==> src/rtl/boot_pkg.sv <==
// Shared types and constants for the instruction-memory boot loader.
//   boot_state_t       : loader FSM state encoding
//   BOOT_DEPTH         : instruction SRAM words, also the largest legal LENGTH
//   BOOT_ADDR_W        : instruction SRAM address width
//   BOOT_WIDTH         : stream / SRAM data word width
//   boot_csum_fold()   : folds one payload word into the running XOR checksum
//   boot_state_accepts(): states in which the stream port is ready
package boot_pkg;

  typedef enum logic [2:0] {
    IDLE  = 3'd0,
    LEN   = 3'd1,
    LOAD  = 3'd2,
    CHECK = 3'd3,
    DONE  = 3'd4,
    ERROR = 3'd5
  } boot_state_t;

  localparam int BOOT_DEPTH  = 2048;
  localparam int BOOT_ADDR_W = 11;
  localparam int BOOT_WIDTH  = 32;

  // Running frame checksum is a plain XOR of every payload word.
  function automatic logic [BOOT_WIDTH-1:0] boot_csum_fold(
    input logic [BOOT_WIDTH-1:0] acc,
    input logic [BOOT_WIDTH-1:0] word
  );
    return acc ^ word;
  endfunction

  // The stream port takes words only while a frame is in flight.
  function automatic logic boot_state_accepts(input boot_state_t st);
    logic acc_s;
    case (st)
      LEN, LOAD, CHECK: acc_s = 1'b1;
      default:          acc_s = 1'b0;
    endcase
    return acc_s;
  endfunction

endpackage

==> src/rtl/boot_sram_wr_port.sv <==
// Registered SRAM write-port strobe generator for the boot loader.
// A write request in cycle N becomes a one-cycle active-low CEn/WEn strobe
// with matching address/data in cycle N+1; strobes return high otherwise.
// Ports:
//   clk, rst          clock, asynchronous active-low reset
//   wr_en             request a write this cycle
//   wr_addr, wr_data  address / data of the requested write
//   mem_cen, mem_wen  SRAM chip / write enable, active-low, registered
//   mem_a, mem_d      SRAM address / write data, registered
module boot_sram_wr_port #(
  parameter int WIDTH  = 32,
  parameter int ADDR_W = 11
) (
  input  logic              clk,
  input  logic              rst,
  input  logic              wr_en,
  input  logic [ADDR_W-1:0] wr_addr,
  input  logic [WIDTH-1:0]  wr_data,
  output logic              mem_cen,
  output logic              mem_wen,
  output logic [ADDR_W-1:0] mem_a,
  output logic [WIDTH-1:0]  mem_d
);

  logic              cen_r;
  logic              wen_r;
  logic [ADDR_W-1:0] a_r;
  logic [WIDTH-1:0]  d_r;

  // Strobe register: one-cycle write pulse per request, A/D held between writes.
  always_ff @(posedge clk or negedge rst) begin
    if (!rst) begin
      cen_r <= 1'b1;
      wen_r <= 1'b1;
      a_r   <= {ADDR_W{1'b0}};
      d_r   <= {WIDTH{1'b0}};
    end else if (wr_en) begin
      cen_r <= 1'b0;
      wen_r <= 1'b0;
      a_r   <= wr_addr;
      d_r   <= wr_data;
    end else begin
      cen_r <= 1'b1;
      wen_r <= 1'b1;
    end
  end

  assign mem_cen = cen_r;
  assign mem_wen = wen_r;
  assign mem_a   = a_r;
  assign mem_d   = d_r;

endmodule

==> src/rtl/imem_boot_loader.sv <==
// Boot-time program loader for the core's instruction SRAM.
// Receives a framed stream (LENGTH, LENGTH payload words, XOR checksum) on a
// valid/ready port, writes the payload to SRAM addresses 0..LENGTH-1 and
// releases the core from reset only when the checksum matches.
// Ports:
//   clk, rst       clock, asynchronous active-low reset
//   start          one-cycle pulse, begins a load from IDLE/DONE/ERROR
//   s_valid/s_data stream word offered by the source
//   s_ready        loader consumes s_data this cycle when s_valid is high
//   mem_cen/wen    SRAM strobes, active-low, one cycle per write
//   mem_a/mem_d    SRAM address / write data
//   core_rst       active-low core reset, high only after a good load
//   busy           frame in flight (LEN, LOAD, CHECK)
//   done / error   load passed / load failed (error sticky until start)
//   words_loaded   payload words written in the current frame
module imem_boot_loader
  import boot_pkg::*;
#(
  parameter int WIDTH  = BOOT_WIDTH,
  parameter int ADDR_W = BOOT_ADDR_W,
  parameter int DEPTH  = BOOT_DEPTH
) (
  input  logic              clk,
  input  logic              rst,
  input  logic              start,
  input  logic              s_valid,
  input  logic [WIDTH-1:0]  s_data,
  output logic              s_ready,
  output logic              mem_cen,
  output logic              mem_wen,
  output logic [ADDR_W-1:0] mem_a,
  output logic [WIDTH-1:0]  mem_d,
  output logic              core_rst,
  output logic              busy,
  output logic              done,
  output logic              error,
  output logic [ADDR_W:0]   words_loaded
);

  localparam int CNT_W = ADDR_W + 1;

  boot_state_t      state_r;
  boot_state_t      state_nxt_s;
  logic [CNT_W-1:0] length_r;
  logic [CNT_W-1:0] words_loaded_r;
  logic [WIDTH-1:0] checksum_r;
  logic             s_ready_r;
  logic             busy_r;
  logic             done_r;
  logic             error_r;
  logic             core_rst_r;

  logic             xfer_s;
  logic             start_ok_s;
  logic             len_xfer_s;
  logic             load_xfer_s;
  logic             last_word_s;
  logic             len_zero_s;
  logic             len_over_s;
  logic             csum_ok_s;
  logic [CNT_W-1:0] words_inc_s;

  // s_ready is registered from the next state, so a transfer is simply
  // valid & ready with no combinational path from s_valid back to s_ready.
  assign xfer_s      = s_valid & s_ready_r;
  assign start_ok_s  = start & ((state_r == IDLE) | (state_r == DONE) | (state_r == ERROR));
  assign len_xfer_s  = xfer_s & (state_r == LEN);
  assign load_xfer_s = xfer_s & (state_r == LOAD);
  assign words_inc_s = words_loaded_r + CNT_W'(1);
  // >= rather than == so a corrupted count can never run the frame past LENGTH.
  assign last_word_s = (words_inc_s >= length_r);
  assign len_zero_s  = (s_data == WIDTH'(0));
  assign len_over_s  = (s_data > WIDTH'(DEPTH));
  assign csum_ok_s   = (s_data == checksum_r);

  // Next-state logic of the frame FSM.
  always_comb begin
    state_nxt_s = state_r;
    case (state_r)
      IDLE, DONE, ERROR: begin
        if (start) begin
          state_nxt_s = LEN;
        end else begin
          state_nxt_s = state_r;
        end
      end
      LEN: begin
        if (xfer_s) begin
          if (len_zero_s) begin
            state_nxt_s = CHECK;
          end else if (len_over_s) begin
            state_nxt_s = ERROR;
          end else begin
            state_nxt_s = LOAD;
          end
        end else begin
          state_nxt_s = LEN;
        end
      end
      LOAD: begin
        if (xfer_s && last_word_s) begin
          state_nxt_s = CHECK;
        end else begin
          state_nxt_s = LOAD;
        end
      end
      CHECK: begin
        if (xfer_s) begin
          if (csum_ok_s) begin
            state_nxt_s = DONE;
          end else begin
            state_nxt_s = ERROR;
          end
        end else begin
          state_nxt_s = CHECK;
        end
      end
      default: begin
        state_nxt_s = IDLE;
      end
    endcase
  end

  // State register plus status outputs registered from the next state, so
  // done/core_rst rise the cycle after the checksum transfer.
  always_ff @(posedge clk or negedge rst) begin
    if (!rst) begin
      state_r    <= IDLE;
      s_ready_r  <= 1'b0;
      busy_r     <= 1'b0;
      done_r     <= 1'b0;
      error_r    <= 1'b0;
      core_rst_r <= 1'b0;
    end else begin
      state_r    <= state_nxt_s;
      s_ready_r  <= boot_state_accepts(state_nxt_s);
      busy_r     <= boot_state_accepts(state_nxt_s);
      done_r     <= (state_nxt_s == DONE);
      error_r    <= (state_nxt_s == ERROR);
      core_rst_r <= (state_nxt_s == DONE);
    end
  end

  // Frame length: only the low CNT_W bits matter, oversize lengths go to ERROR.
  always_ff @(posedge clk or negedge rst) begin
    if (!rst) begin
      length_r <= {CNT_W{1'b0}};
    end else if (start_ok_s) begin
      length_r <= {CNT_W{1'b0}};
    end else if (len_xfer_s) begin
      length_r <= s_data[CNT_W-1:0];
    end else begin
      length_r <= length_r;
    end
  end

  // Running XOR checksum and saturating payload word counter.
  always_ff @(posedge clk or negedge rst) begin
    if (!rst) begin
      checksum_r     <= {WIDTH{1'b0}};
      words_loaded_r <= {CNT_W{1'b0}};
    end else if (start_ok_s) begin
      checksum_r     <= {WIDTH{1'b0}};
      words_loaded_r <= {CNT_W{1'b0}};
    end else if (load_xfer_s && (words_loaded_r < length_r)) begin
      checksum_r     <= boot_csum_fold(checksum_r, s_data);
      words_loaded_r <= words_inc_s;
    end else begin
      checksum_r     <= checksum_r;
      words_loaded_r <= words_loaded_r;
    end
  end

  // Each accepted payload word is written at the current word index.
  boot_sram_wr_port #(
    .WIDTH  (WIDTH),
    .ADDR_W (ADDR_W)
  ) u_wr_port (
    .clk     (clk),
    .rst     (rst),
    .wr_en   (load_xfer_s),
    .wr_addr (words_loaded_r[ADDR_W-1:0]),
    .wr_data (s_data),
    .mem_cen (mem_cen),
    .mem_wen (mem_wen),
    .mem_a   (mem_a),
    .mem_d   (mem_d)
  );

  assign s_ready      = s_ready_r;
  assign busy         = busy_r;
  assign done         = done_r;
  assign error        = error_r;
  assign core_rst     = core_rst_r;
  assign words_loaded = words_loaded_r;

endmodule

==> config.mk <==
export PLATFORM = sky130hd
export DESIGN_NAME = imem_boot_loader
export DESIGN_NICKNAME = d
export VERILOG_FILES = /design/src/rtl/boot_pkg.sv /design/src/rtl/boot_sram_wr_port.sv /design/src/rtl/imem_boot_loader.sv
export SDC_FILE = /design/constraint.sdc
export NUM_CORES = 1
export LEC_CHECK = 0
export ABC_AREA = 1
export BUFFER_PORTS_ARGS = -buffer_cell sky130_fd_sc_hd__buf_2
export CAP_MARGIN = 25
export CORE_ASPECT_RATIO = 0.9
export CORE_MARGIN = 8
export CORE_UTILIZATION = 30
export DETAILED_ROUTE_END_ITERATION = 6
export GPL_ROUTABILITY_DRIVEN = 0
export PLACE_DENSITY = 0.49
export SLEW_MARGIN = 10
export SYNTH_ARGS = -nofsm -noshare
export SYNTH_HDL_FRONTEND = slang
export SYNTH_SLANG_ARGS = --single-unit
==> constraint.sdc <==
create_clock -name clk -period 5.2 [get_ports clk]
set_clock_uncertainty 0.1 [all_clocks]
set_input_delay 0.52 -clock clk [delete_from_list [all_inputs] [get_ports clk]]
set_output_delay 0.52 -clock clk [all_outputs]
set_load 0.03 [all_outputs]
Word-level counts from Yosys, hierarchy flattened
Index checks and enable logic that the tools add are counted.
W data, S select, Z words.
Word-level totals
  flip-flop bits (word level): 106
  bits of input ports: 36
  output and inout port bits: 62
  logic and storage cells: 56
Cells by class
  add/sub/neg operators: 1
  order comparisons: 3
  eq/ne operators: 11
  multiplexer cells: 16
  bitwise logic cells: 7
  reduce and logical (&&, ||, !) cells: 8
Operator list (count)
  $mux W32: 2
  $mux W12: 4
  $eq A32 B32 Y1: 1
  $gt A32 B12 Y1 const B: 1
  $logic_not A32 Y1: 1
  $xor A32 B32 Y32: 1
  $mux W3: 5
  $add A12 B1 Y12 const B: 1
  $eq A3 B2 Y1 const B: 4
  $eq A3 B3 Y1 const B: 4
  $ge A12 B12 Y1: 1
  $lt A12 B12 Y1: 1
  $pmux W3 S4: 1
  $eq A3 B1 Y1 const B: 2
  $reduce_or A3 Y1: 2
  $and A1 B1 Y1: 4
  $mux W1: 4
  $reduce_bool A2 Y1: 2
  $logic_not A3 Y1: 1
  $logic_and A1 B1 Y1: 2
  $or A1 B1 Y1: 2

Logic depth before layout (Yosys ltp)
Gate-level depths: netlist of the first run.
  depth after elaboration: 8
  depth in mapped cells: 20
  mapped depth without buffers: 20

Cells and area by module
A second synthesis of the first run with hierarchy kept.
Second synthesis, totals
  cells, all modules: 661
  area, all modules: 5625.4 um^2
Modules (own cells, without submodules)
  imem_boot_loader: times used 1, cells each 477, area an instance 3865.0 um^2, seq. area each 1551.5 um^2
  boot_sram_wr_port: times used 1, cells each 184, area an instance 1760.4 um^2, seq. area each 1102.3 um^2

Worst setup path before layout of the first run
OpenSTA, ideal clock, no wires.
  path kind: reg-to-reg
  from: register words_loaded_r[0], in the netlist words_loaded[0]
  to: register error_r, in the netlist error
  library setup time: 0.123 ns
  arrival: 2.531 ns
  required time: 4.977 ns
  setup slack: 2.446 ns
  cell stages (with the launch flop): 19
  buffers on the path: 0
  clock period less this slack: 2.754 ns
  path through: dfrtp_1 -> ha_1 -> nand3_1 -> nor2_1 -> nand3_1 -> nor2_1 -> xor2_1 -> inv_1 -> ha_1 -> nand2_1 -> nor2_1 -> nand2_1 -> nor2_1 -> nor2_1 -> nand2_1 -> a21oi_1 -> nand3_1 -> nand2_1 -> nor2_1
Between the ends
  word-level cells in the longest chain between the ends: 6
RTL lines
  start: declaration: line imem_boot_loader.sv:45  | logic [CNT_W-1:0] words_loaded_r;
  start signal: assignment: line imem_boot_loader.sv:161  | words_loaded_r <= {CNT_W{1'b0}};
  start signal: assignment: line imem_boot_loader.sv:164  | words_loaded_r <= {CNT_W{1'b0}};
  start signal: assignment: line imem_boot_loader.sv:167  | words_loaded_r <= words_inc_s;
  $add A12 B1 Y12: line imem_boot_loader.sv:69  | assign words_inc_s = words_loaded_r + CNT_W'(1);
  $ge A12 B12 Y1: line imem_boot_loader.sv:71  | assign last_word_s = (words_inc_s >= length_r);
  $logic_and A1 B1 Y1: line imem_boot_loader.sv:101  | if (xfer_s && last_word_s) begin
  $mux W1: line imem_boot_loader.sv:101
  $pmux W3 S4: line imem_boot_loader.sv:79  | case (state_r)
  named net state_nxt_s[0]: line imem_boot_loader.sv:43  | boot_state_t state_nxt_s;
  $eq A3 B3 Y1: line imem_boot_loader.sv:139  | error_r <= (state_nxt_s == ERROR);
  end signal: assignment: line imem_boot_loader.sv:139
  end: declaration: line imem_boot_loader.sv:50  | logic error_r;
The timed path passes the listed nets, and every way through them passes these cells.
A chain may end at the register's enable or synchronous reset.

Worst setup path in the final report of the first run
Same ends and word-level chain as after synthesis.

==> impl_metrics.json, run 1 <==
{
  "status": "completed",
  "drt_iter0_markers": 238,
  "yosysUniqueCellTypes": 30,
  "synth-async-reset-ratio": 1.00,
  "maxUsedRoutingLayer": "met4",
  "hp-class": "in2async",
  "grt_pass1_wl_mm": 23.5,
  "r2r_slack_ns": 2.18,
  "worstMarginPinSlew_ns": 0.922,
  "critical_path_class": "reg2reg",
  "io_buffer_count": 97,
  "clockBufferDepth": 2,
  "grt_max_degree": 69,
  "setup_viol": 0,
  "avgRoutedWirePerCell_um": 14.3,
  "met3_wirelength_um": 575,
  "h-tree-depth": 3,
  "drt-met1-wl_mm": 7.16,
  "totalWireLength_mm": 14.1,
  "n_antenna_cell": 0,
  "dpl.cell_count": 972,
  "fp.dieW_um": 159,
  "dpl.hpwl_mm": 10.2,
  "r2r-start": "words_loaded[0]",
  "die_h_um": 145,
  "area_growth_pct": 17.4,
  "synthTopCellsByCount": "nand2_1, dfrtp_1, inv_1",
  "period_needed_ns": 3.02,
  "antenna_found_initial": 0,
  "slowest_stage": "dfrtp_1",
  "synth_area_sq_um": 5510,
  "final_hold_viol_count": 0,
  "p_per_area_nw_per_um2": 330,
  "cp_max_fo": 6,
  "slew_headroom": 0.383,
  "initial_core_util": 0.303,
  "fin_tns_setup_ns": 0,
  "clock-sinks": 106,
  "dieArea_sq_um": 23000,
  "seq_area_frac_synth": 0.482,
  "grt_usage": 0.128,
  "post_cts.repair.setup_buffers": 0,
  "peakVddDrop_mv": 0.168,
  "slowest_delay_ns": 0.46,
  "rsz0062_at_grt": "false",
  "avgViaCountPerCell": 4.41,
  "avgSynthCellArea_sq_um": 8.42,
  "yosysTopAreaCellShare": 0.477,
  "power.leakage_nw": 3.35,
  "cts_hold_buf": 0,
  "numCtsBuffers": 9,
  "slew_violations": 0,
  "drc": 0,
  "max_freq_ghz": 0.331,
  "crit_path_start_kind": "flop",
  "yosys_warnings": 0,
  "worst_ep_arrival_time_ns": 3.16,
  "rr_endpoint": "error",
  "yosysMostFrequentCell": "nand2_1",
  "drive_gt1_frac": 0.195,
  "vias": 4353,
  "drt_first_pass_iters": 4,
  "core_sq_um": 18200,
  "nFillCells": 1907,
  "fin_nets": 799,
  "yosysTopAreaCell": "dfrtp_1",
  "timing.final.crit_share": 0.580,
  "cp-end-kind": "flop",
  "first_global_vias": 4316,
  "cts_resized": 0,
  "overflow": 0,
  "cts_tree": "built",
  "synth_edf_count": 0,
  "syn_nets": 715,
  "clk_latency_ns": 0.35,
  "crit_top_cell": "nor2_1",
  "dr_wl_met2_mm": 6.26,
  "clk_pin_slew_ns": 0.08,
  "pin_count": 98,
  "ys_ff_latch": 106,
  "ff2ff_path_depth": 18,
  "fin_cells": 988,
  "postRouteAntennaNets": 0,
  "cp_cell_sequence": "ha_1 -> nand3_1 -> nor2_1 -> nand3_1 -> nor2_1 -> xor2_1 -> inv_1 -> ha_1 -> nand2_1 -> nor2_1 -> nand2_1 -> nor2_1 -> nor2_1 -> nand2_1 -> a21oi_1 -> nand3_1 -> nand2_1 -> nor2_1",
  "maxCapViolations": 0,
  "synth-main-ff-cell": "dfrtp_1",
  "row_count": 47,
  "synthCells": 654,
  "cts_root_buf": "clkbuf_16",
  "required_ns": 5.34,
  "synth.area.top_cells": "dfrtp_1, nand2_1, ha_1"
}
-- registers in the layout (all words and copies together) (netlist names) --
name / count
u_wr_port.mem_a: 11
words_loaded: 12
core_rst: 1
u_wr_port.mem_wen: 1
busy: 1
error: 1
u_wr_port.mem_d: 32
state_r: 3
checksum_r: 32
length_r: 12
-- power breakdown --
group          leakage [nW]  switching [mW]  internal, mW  total (mW)
Sequential             1.46          0.0255         0.887       0.912
Clock                 0.137           0.322         0.356       0.678
Combinational          1.75           0.384         0.158       0.541
-- cell usage in the layout (no fill, tap or decap), drive strengths merged --
master    synthesis  layout
clkbuf            9      12
nor3              2       2
dfrtp           105     105
xor2             11      11
clkinvlp          0       2
o22ai            11      11
ha               25      25
nand2           183     183
nor2             42      42
nand4             5       5
o21bai            2       2
a211oi            1       1
nand3            59      59
clkinv            0       1
dfstp             1       1
xnor2            19      19
a21oi            12      12
o21ai            71      71
buf              18     100
inv              78      79
-- layer usage --
layer  vias up  GRT usage
met5         -          0
met3         7     0.0339
met2        71      0.200
met4         0     0.0255
li1       2258          -
met1      2017      0.176
-- final cells by class --
cell class,instances,area [sq um],area share
Sequential cell,106,2650,0.410
Inverter,78,293,0.0453
Timing Repair Buffer,100,510,0.0789
Clock inverter,4,35.0,0.00542
Tap cell,245,307,0.0474
Multi-Input combinational cell,443,2410,0.373
Clock buffer,12,256,0.0397
-- cell families after synthesis --
| group | count (synthesis) | synth area share |
|---|---|---|
| buffers and inverters | 105 | 0.0804 |
| AOI/OAI and AO/OA | 97 | 0.0997 |
| DFF | 106 | 0.482 |
| xor gates and xnor gates | 30 | 0.0477 |
| adders and majority gates | 25 | 0.0568 |
| and+or+nand+nor | 291 | 0.234 |
-- worst max-delay path, delay by kind of cell, from the launching register on --
family | cells | cell delay [ns]
fa+ha+maj | 2 | 0.50
simple gates | 13 | 1.30
xor+xnor | 1 | 0.30
buf+inv | 1 | 0.08
compound gates | 1 | 0.17
flops | 1 | 0.46
-- stage by stage --
| stage | power (mW) | util | setup slack, ns | hold WS [ns] | instance area (sq um) |
|---|---|---|---|---|---|
| after global routing | 2.29 | 0.356 | 1.72 | 0.160 | 6470 |
| after detailed placement | 1.47 | 0.340 | 2.09 | 0.361 | 6170 |
| final | 2.13 | 0.356 | 2.18 | 0.114 | 6470 |
| after CTS | 2.16 | 0.356 | 2.15 | 0.137 | 6470 |
| after global placement | 1.47 | 0.340 | 2.14 | 0.360 | 6170 |
| after floorplan | 1.32 | - | 2.45 | 0.124 | 5510 |
-- how the worst max path moves through the flow --
stage	start	endpoint	slack, ns	depth (start not counted)
after floorplan	words_loaded[0]	error	2.45	18
after global placement	s_valid	checksum_r[31]	2.14	9
after detailed placement	s_valid	checksum_r[31]	2.09	9
after CTS	words_loaded[0]	error	2.15	18
after global routing	words_loaded[0]	error	1.72	18
final	words_loaded[0]	error	2.18	18
Power figures use the tool's default switching activity.
==> run 2, diff against run 1 <==
--- a/config.mk
+++ b/config.mk
@@ -5,7 +5,7 @@
 export SDC_FILE = /design/constraint.sdc
 export NUM_CORES = 1
 export LEC_CHECK = 0
-export ABC_AREA = 1
+export ABC_AREA = 0
 export BUFFER_PORTS_ARGS = -buffer_cell sky130_fd_sc_hd__buf_2
 export CAP_MARGIN = 25
 export CORE_ASPECT_RATIO = 0.9
==> constraint.sdc (replaced) <==
create_clock -name clk -period 3.1 [get_ports clk]
set_clock_uncertainty 0.1 [all_clocks]
set_input_delay 0.31 -clock clk [delete_from_list [all_inputs] [get_ports clk]]
set_output_delay 0.31 -clock clk [all_outputs]
set_load 0.03 [all_outputs]
==> impl_metrics.json, run 2 <==
{
  "status": "completed",
  "clk_pin_slew_ns": 0.08,
  "ys_ff_latch": 106,
  "slowest_stage": "dfrtp_1",
  "syn_nets": 586,
  "yosys_warnings": 0,
  "vias": 4472,
  "drive_gt1_frac": 0.321,
  "period_needed_ns": 2.93,
  "maxUsedRoutingLayer": "met4",
  "area_growth_pct": 20.9,
  "setup_viol": 0,
  "fin_tns_setup_ns": 0,
  "slew_headroom": 0.443,
  "power.leakage_nw": 3.35,
  "combPwrFrac": 0.234,
  "dpl.cell_count": 858,
  "peakVddDrop_mv": 0.264,
  "p_switching_mw": 1.21,
  "first_global_vias": 4719,
  "final_common_cell": "dfrtp_1",
  "grt_max_degree": 62,
  "fin_cells": 876,
  "place_area_sq_um": 6580,
  "cts_tree": "built",
  "clockBufferDepth": 2,
  "crit_top_cell": "nand4_1",
  "final_area_sq_um": 6980,
  "fin_nets": 682,
  "grt_pass1_wl_mm": 26.2,
  "final_hold_viol_count": 0,
  "slowest_delay_ns": 0.35,
  "yosysTopAreaCellShare": 0.455,
  "synthTopCellsByCount": "dfrtp_1, mux2_2, nand2_1",
  "grt_usage": 0.137,
  "crit_buf_inv": 1,
  "avgSynthCellArea_sq_um": 11.0,
  "clock-sinks": 106,
  "netSwitchingFraction": 0.337,
  "avgViaCountPerCell": 5.11,
  "synth_edf_count": 0,
  "clk_latency_ns": 0.36,
  "synth-main-ff-cell": "dfrtp_1",
  "antenna_found_initial": 0,
  "clkPwrFrac": 0.339,
  "synth-async-reset-ratio": 1.00,
  "yosysUniqueCellTypes": 54,
  "avgRoutedWirePerCell_um": 18.6,
  "dieArea_sq_um": 23900,
  "n_antenna_cell": 0,
  "cp_max_fo": 7,
  "cts_root_buf": "clkbuf_16",
  "dpl.hpwl_mm": 11.5,
  "drc": 0,
  "drt-met1-wl_mm": 7.74,
  "core_sq_um": 19000,
  "maxCapViolations": 0,
  "post-route-util": 0.367,
  "hp-class": "in2reg",
  "p_per_area_nw_per_um2": 515,
  "slew_violations": 0,
  "drt_first_pass_iters": 4,
  "numCtsBuffers": 9,
  "synthCells": 525,
  "mostFrequentLayoutCells": "dfrtp_1, buf_2, mux2_2, nand2_1, nor2b_1",
  "drt_iter0_markers": 309,
  "yosysMostFrequentCell": "dfrtp_1",
  "initial_core_util": 0.303,
  "power_frac_seq": 0.427,
  "h-tree-depth": 3,
  "fp.dieW_um": 162,
  "worstMarginPinSlew_ns": 0.836,
  "pin_count": 98,
  "timing.final.crit_share": 0.944,
  "synth_area_sq_um": 5770,
  "row_count": 48,
  "crit_family": "simple AND/OR/NAND/NOR gates",
  "io_buffer_count": 97,
  "synth.area.top_cells": "dfrtp_1, mux2_2, a221o_1",
  "overflow": 0,
  "worst_ep_arrival_time_ns": 3.06,
  "seq_area_frac_synth": 0.460,
  "postRouteAntennaNets": 0,
  "dr_wl_met2_mm": 7.65,
  "cp-end-kind": "flop",
  "cp_cell_sequence": "buf_4 -> nand4_1 -> nor3_2 -> and3_4 -> nand3_2 -> xnor2_2 -> ha_1 -> nand4_1 -> nor2_1 -> a211oi_2 -> o32ai_2 -> nand2b_4 -> o31a_1",
  "met3_wirelength_um": 744,
  "max_freq_ghz": 0.342,
  "yosysTopAreaCell": "dfrtp_1",
  "intPower_mw": 2.39,
  "totalWireLength_mm": 16.3,
  "die_h_um": 148,
  "required_ns": 3.24,
  "crit_path_start_kind": "flop",
  "critical_path_class": "reg2reg"
}
[run 2: cell types whose count changed in the layout (fill, tap and decap cells not counted), sizes merged, moves of 11 or more]
cell,change
xnor2,+13
nand2,-140
buf,+11
mux2,+47
o21ai,-68
o22ai,-11
a221o,+32
nor2,-32
nand3,-50
inv,-55
nor2b,+38
nor4b,+30
[run 2: routing by layer]
layer | global-route usage | up-vias
met2 | 0.215 | 105
met5 | 0 | -
met1 | 0.183 | 2242
met3 | 0.0381 | 7
met4 | 0.0324 | 0
li1 | - | 2118
[run 2: tightest hold or removal path: cells and delay by family]
| family | cells | cell delay [ns] |
|---|---|---|
| AOI/OAI and AO/OA | 1 | 0.05 |
| buffers and inverters | 1 | 0.14 |
| and+or+nand+nor | 1 | 0.06 |
[run 2: final cells by class]
cell class | instances | area (sq um)
inverters | 19 | 78.8
well taps | 250 | 313
clock buffers | 9 | 225
clock inverters | 7 | 81.3
flip-flops and latches | 106 | 2650
fillers | 1895 | 12100
repair buffers | 112 | 616
multi-input cells | 373 | 3010
[run 2: worst paths after layout]
| check | start | to | slack, ns | cells past startpoint |
|---|---|---|---|---|
| min in group asynchronous | rst | u_wr_port.mem_a[7] | 0.49 | 2 |
| hold / removal | s_data[6] | length_r[6] | 0.15 | 3 |
| setup / recovery | words_loaded[0] | busy | 0.17 | 13 |
| max in group asynchronous | rst | u_wr_port.mem_wen | 1.58 | 3 |
| setup reg to reg | words_loaded[0] | busy | 0.17 | 13 |
| hold reg to reg | u_wr_port.mem_a[3] | u_wr_port.mem_a[3] | 0.40 | 1 |
[run 2: power by group through the flow]
stage	combinational (mW)	sequential [mW]	clock [mW]
finish	0.842	1.53	1.22
global route	0.948	1.55	1.33
CTS	0.836	1.54	1.26
detailed placement	0.824	1.56	0
global placement	0.820	1.56	0
floorplan	0.500	1.56	0
[run 2: timing repair]
item / in CTS / in global routing
endpoints found under the hold margin: 52 / 0
hold buffers: 1 / 0
pin swaps: 0 / 8
gates cloned: 0 / 0
setup endpoints to repair: 1 / 4
setup buffers: 0 / 1
gates resized for setup: 1 / 13
[run 2: through the flow]
step / power (mW) / hold slack [ns] / worst slack, ns
floorplan: 2.06 / -0.0856 / 0.00508
global placement: 2.38 / 0.361 / 0.0772
detailed placement: 2.39 / 0.374 / 0.00789
CTS: 3.64 / 0.130 / 0.0493
global route: 3.83 / 0.132 / -0.00850
finish: 3.60 / 0.146 / 0.175
[run 2: cell families (layout without fill, tap and decap cells)]
logic type / after synthesis / after routing / synth area share
AOI/OAI and AO/OA: 79 / 79 / 0.112
xor gates and xnor gates: 33 / 33 / 0.0501
adders and majority gates: 25 / 25 / 0.0542
buffers and inverters: 46 / 147 / 0.0336
DFF: 106 / 106 / 0.460
muxes: 49 / 49 / 0.0952
and+or+nand+nor: 187 / 187 / 0.196
==> run 3, diff against run 2 <==
--- a/config.mk
+++ b/config.mk
@@ -13,7 +13,7 @@
 export CORE_UTILIZATION = 30
 export DETAILED_ROUTE_END_ITERATION = 6
 export GPL_ROUTABILITY_DRIVEN = 0
-export PLACE_DENSITY = 0.49
+export PLACE_DENSITY = 0.54
 export SLEW_MARGIN = 10
 export SYNTH_ARGS = -nofsm -noshare
 export SYNTH_HDL_FRONTEND = slang
==> impl_metrics.json, run 3 (same netlist as run 2, synthesis figures left out) <==
{
  "cp_max_fo": 3,
  "pin_count": 98,
  "initial_core_util": 0.303,
  "crit_path_start_kind": "flop",
  "required_ns": 3.24,
  "period_needed_ns": 2.96,
  "io_buffer_count": 97,
  "rsz0062_at_grt": "true",
  "antenna_found_initial": 0,
  "p_per_area_nw_per_um2": 515,
  "avgRoutedWirePerCell_um": 18.1,
  "slew_violations": 0,
  "worstMarginPinSlew_ns": 0.609,
  "hp-class": "in2reg",
  "netSwitchingFraction": 0.330,
  "clockBufferDepth": 2,
  "dpl_worst_slack_ns": -0.0174,
  "total_power_mw": 3.58,
  "max_freq_ghz": 0.338,
  "final_common_cell": "dfrtp_1",
  "area_growth_pct": 20.4,
  "layout_setup_ws_ns": 0.140,
  "intPower_mw": 2.40,
  "power.leakage_nw": 3.33,
  "fin_tns_setup_ns": 0,
  "vias": 4423,
  "critical_path_class": "reg2reg",
  "drt_iter0_markers": 297,
  "drc": 0,
  "maxCapViolations": 0,
  "combPwrFrac": 0.231,
  "core_sq_um": 19000,
  "cts_root_buf": "clkbuf_16",
  "h-tree-depth": 3,
  "worst_ep_arrival_time_ns": 3.10,
  "cp-end-kind": "flop",
  "mostFrequentLayoutCells": "dfrtp_1, buf_2, mux2_2, nand2_1, nor2b_1",
  "fin_nets": 681,
  "dpl.hpwl_mm": 11.3,
  "clock-sinks": 106,
  "die_h_um": 148,
  "totalWireLength_mm": 15.8,
  "timing.final.crit_share": 0.955,
  "numCtsBuffers": 9,
  "n_antenna_cell": 0,
  "first_global_vias": 4589,
  "power_frac_seq": 0.429,
  "status": "completed",
  "dieArea_sq_um": 23900,
  "grt_max_degree": 64,
  "overflow": 0,
  "grt_pass1_wl_mm": 25.1,
  "cts_tree": "built",
  "slew_headroom": 0.594,
  "final_hold_viol_count": 0,
  "p_switching_mw": 1.18,
  "fp.dieW_um": 162,
  "grt_usage": 0.133,
  "clk_latency_ns": 0.36,
  "drt_first_pass_iters": 4,
  "avgViaCountPerCell": 5.05,
  "drive_gt1_frac": 0.309,
  "postRouteAntennaNets": 0,
  "row_count": 48,
  "peakVddDrop_mv": 0.252,
  "setup_viol": 0,
  "clk_pin_slew_ns": 0.08,
  "clkPwrFrac": 0.340
}
run 3: critical path, stage by stage, from the launching register on:
cell and delay (ns):
dfrtp_1 0.36, ha_2 0.19, and3_4 0.21, nand3_2 0.10, or2_1 0.27, nor2_2 0.15, xor2_2 0.21, ha_1 0.29
a21oi_1 0.15, nand2_1 0.08, a211oi_2 0.21, o32ai_1 0.13, nand2b_4 0.17, o31a_1 0.23
run 3: final cells by class:
class | instances | area (sq um)
well taps | 250 | 313
inverters | 19 | 78.8
multi-input cells | 373 | 2970
flip-flops and latches | 106 | 2650
repair buffers | 111 | 621
clock buffers | 10 | 239
fillers | 1882 | 12100
clock inverters | 6 | 71.3
run 3: stage by stage:
stage | hold WS, ns | std cells | cell area, sq um | utilization
6_report | 0.145 | 875 | 6950 | 0.365
5_1_grt | 0.143 | 875 | 6950 | 0.365
4_1_cts | 0.124 | 875 | 6920 | 0.364
3_5_place_dp | 0.266 | 858 | 6600 | 0.346
3_3_place_gp | 0.257 | 858 | 6600 | 0.346
2_1_floorplan | -0.0856 | 525 | 5770 | -
run 3: path summary, 6_finish.rpt:
path,from,endpoint,slack (ns),cells after the start
min in group asynchronous,rst,u_wr_port.mem_d[2],0.40,2
max reg2reg,words_loaded[0],busy,0.14,13
min reg2reg,u_wr_port.mem_d[21],u_wr_port.mem_d[21],0.40,1
max,words_loaded[0],busy,0.14,13
min,s_data[7],length_r[7],0.15,3
max in group asynchronous,rst,checksum_r[17],1.72,3
run 3: power by group through the flow:
stage                     clock [mW]  combinational, mW  sequential (mW)
final                           1.22              0.827             1.53
after global routing            1.30              0.934             1.55
after detailed placement           0              0.821             1.56
after floorplan                    0              0.500             1.56
after global placement             0              0.817             1.56
after CTS                       1.26              0.833             1.53
run 3: layer usage:
layer / share of wire / up-vias / track usage
met4: 0.013 / 0 / 0.0467
met2: 0.47 / 98 / 0.208
met5: 0 / - / 0
met3: 0.043 / 12 / 0.0256
met1: 0.48 / 2197 / 0.179
li1: - / 2116 / -
run 3: repair_timing:
action | 4_1_cts | 5_1_grt
endpoints found under the setup margin | 1 | 4
pin swaps | 0 | 4
buffers inserted | 0 | 0
resized for setup | 1 | 6
hold endpoints to repair | 42 | 0
hold buffers | 1 | 0
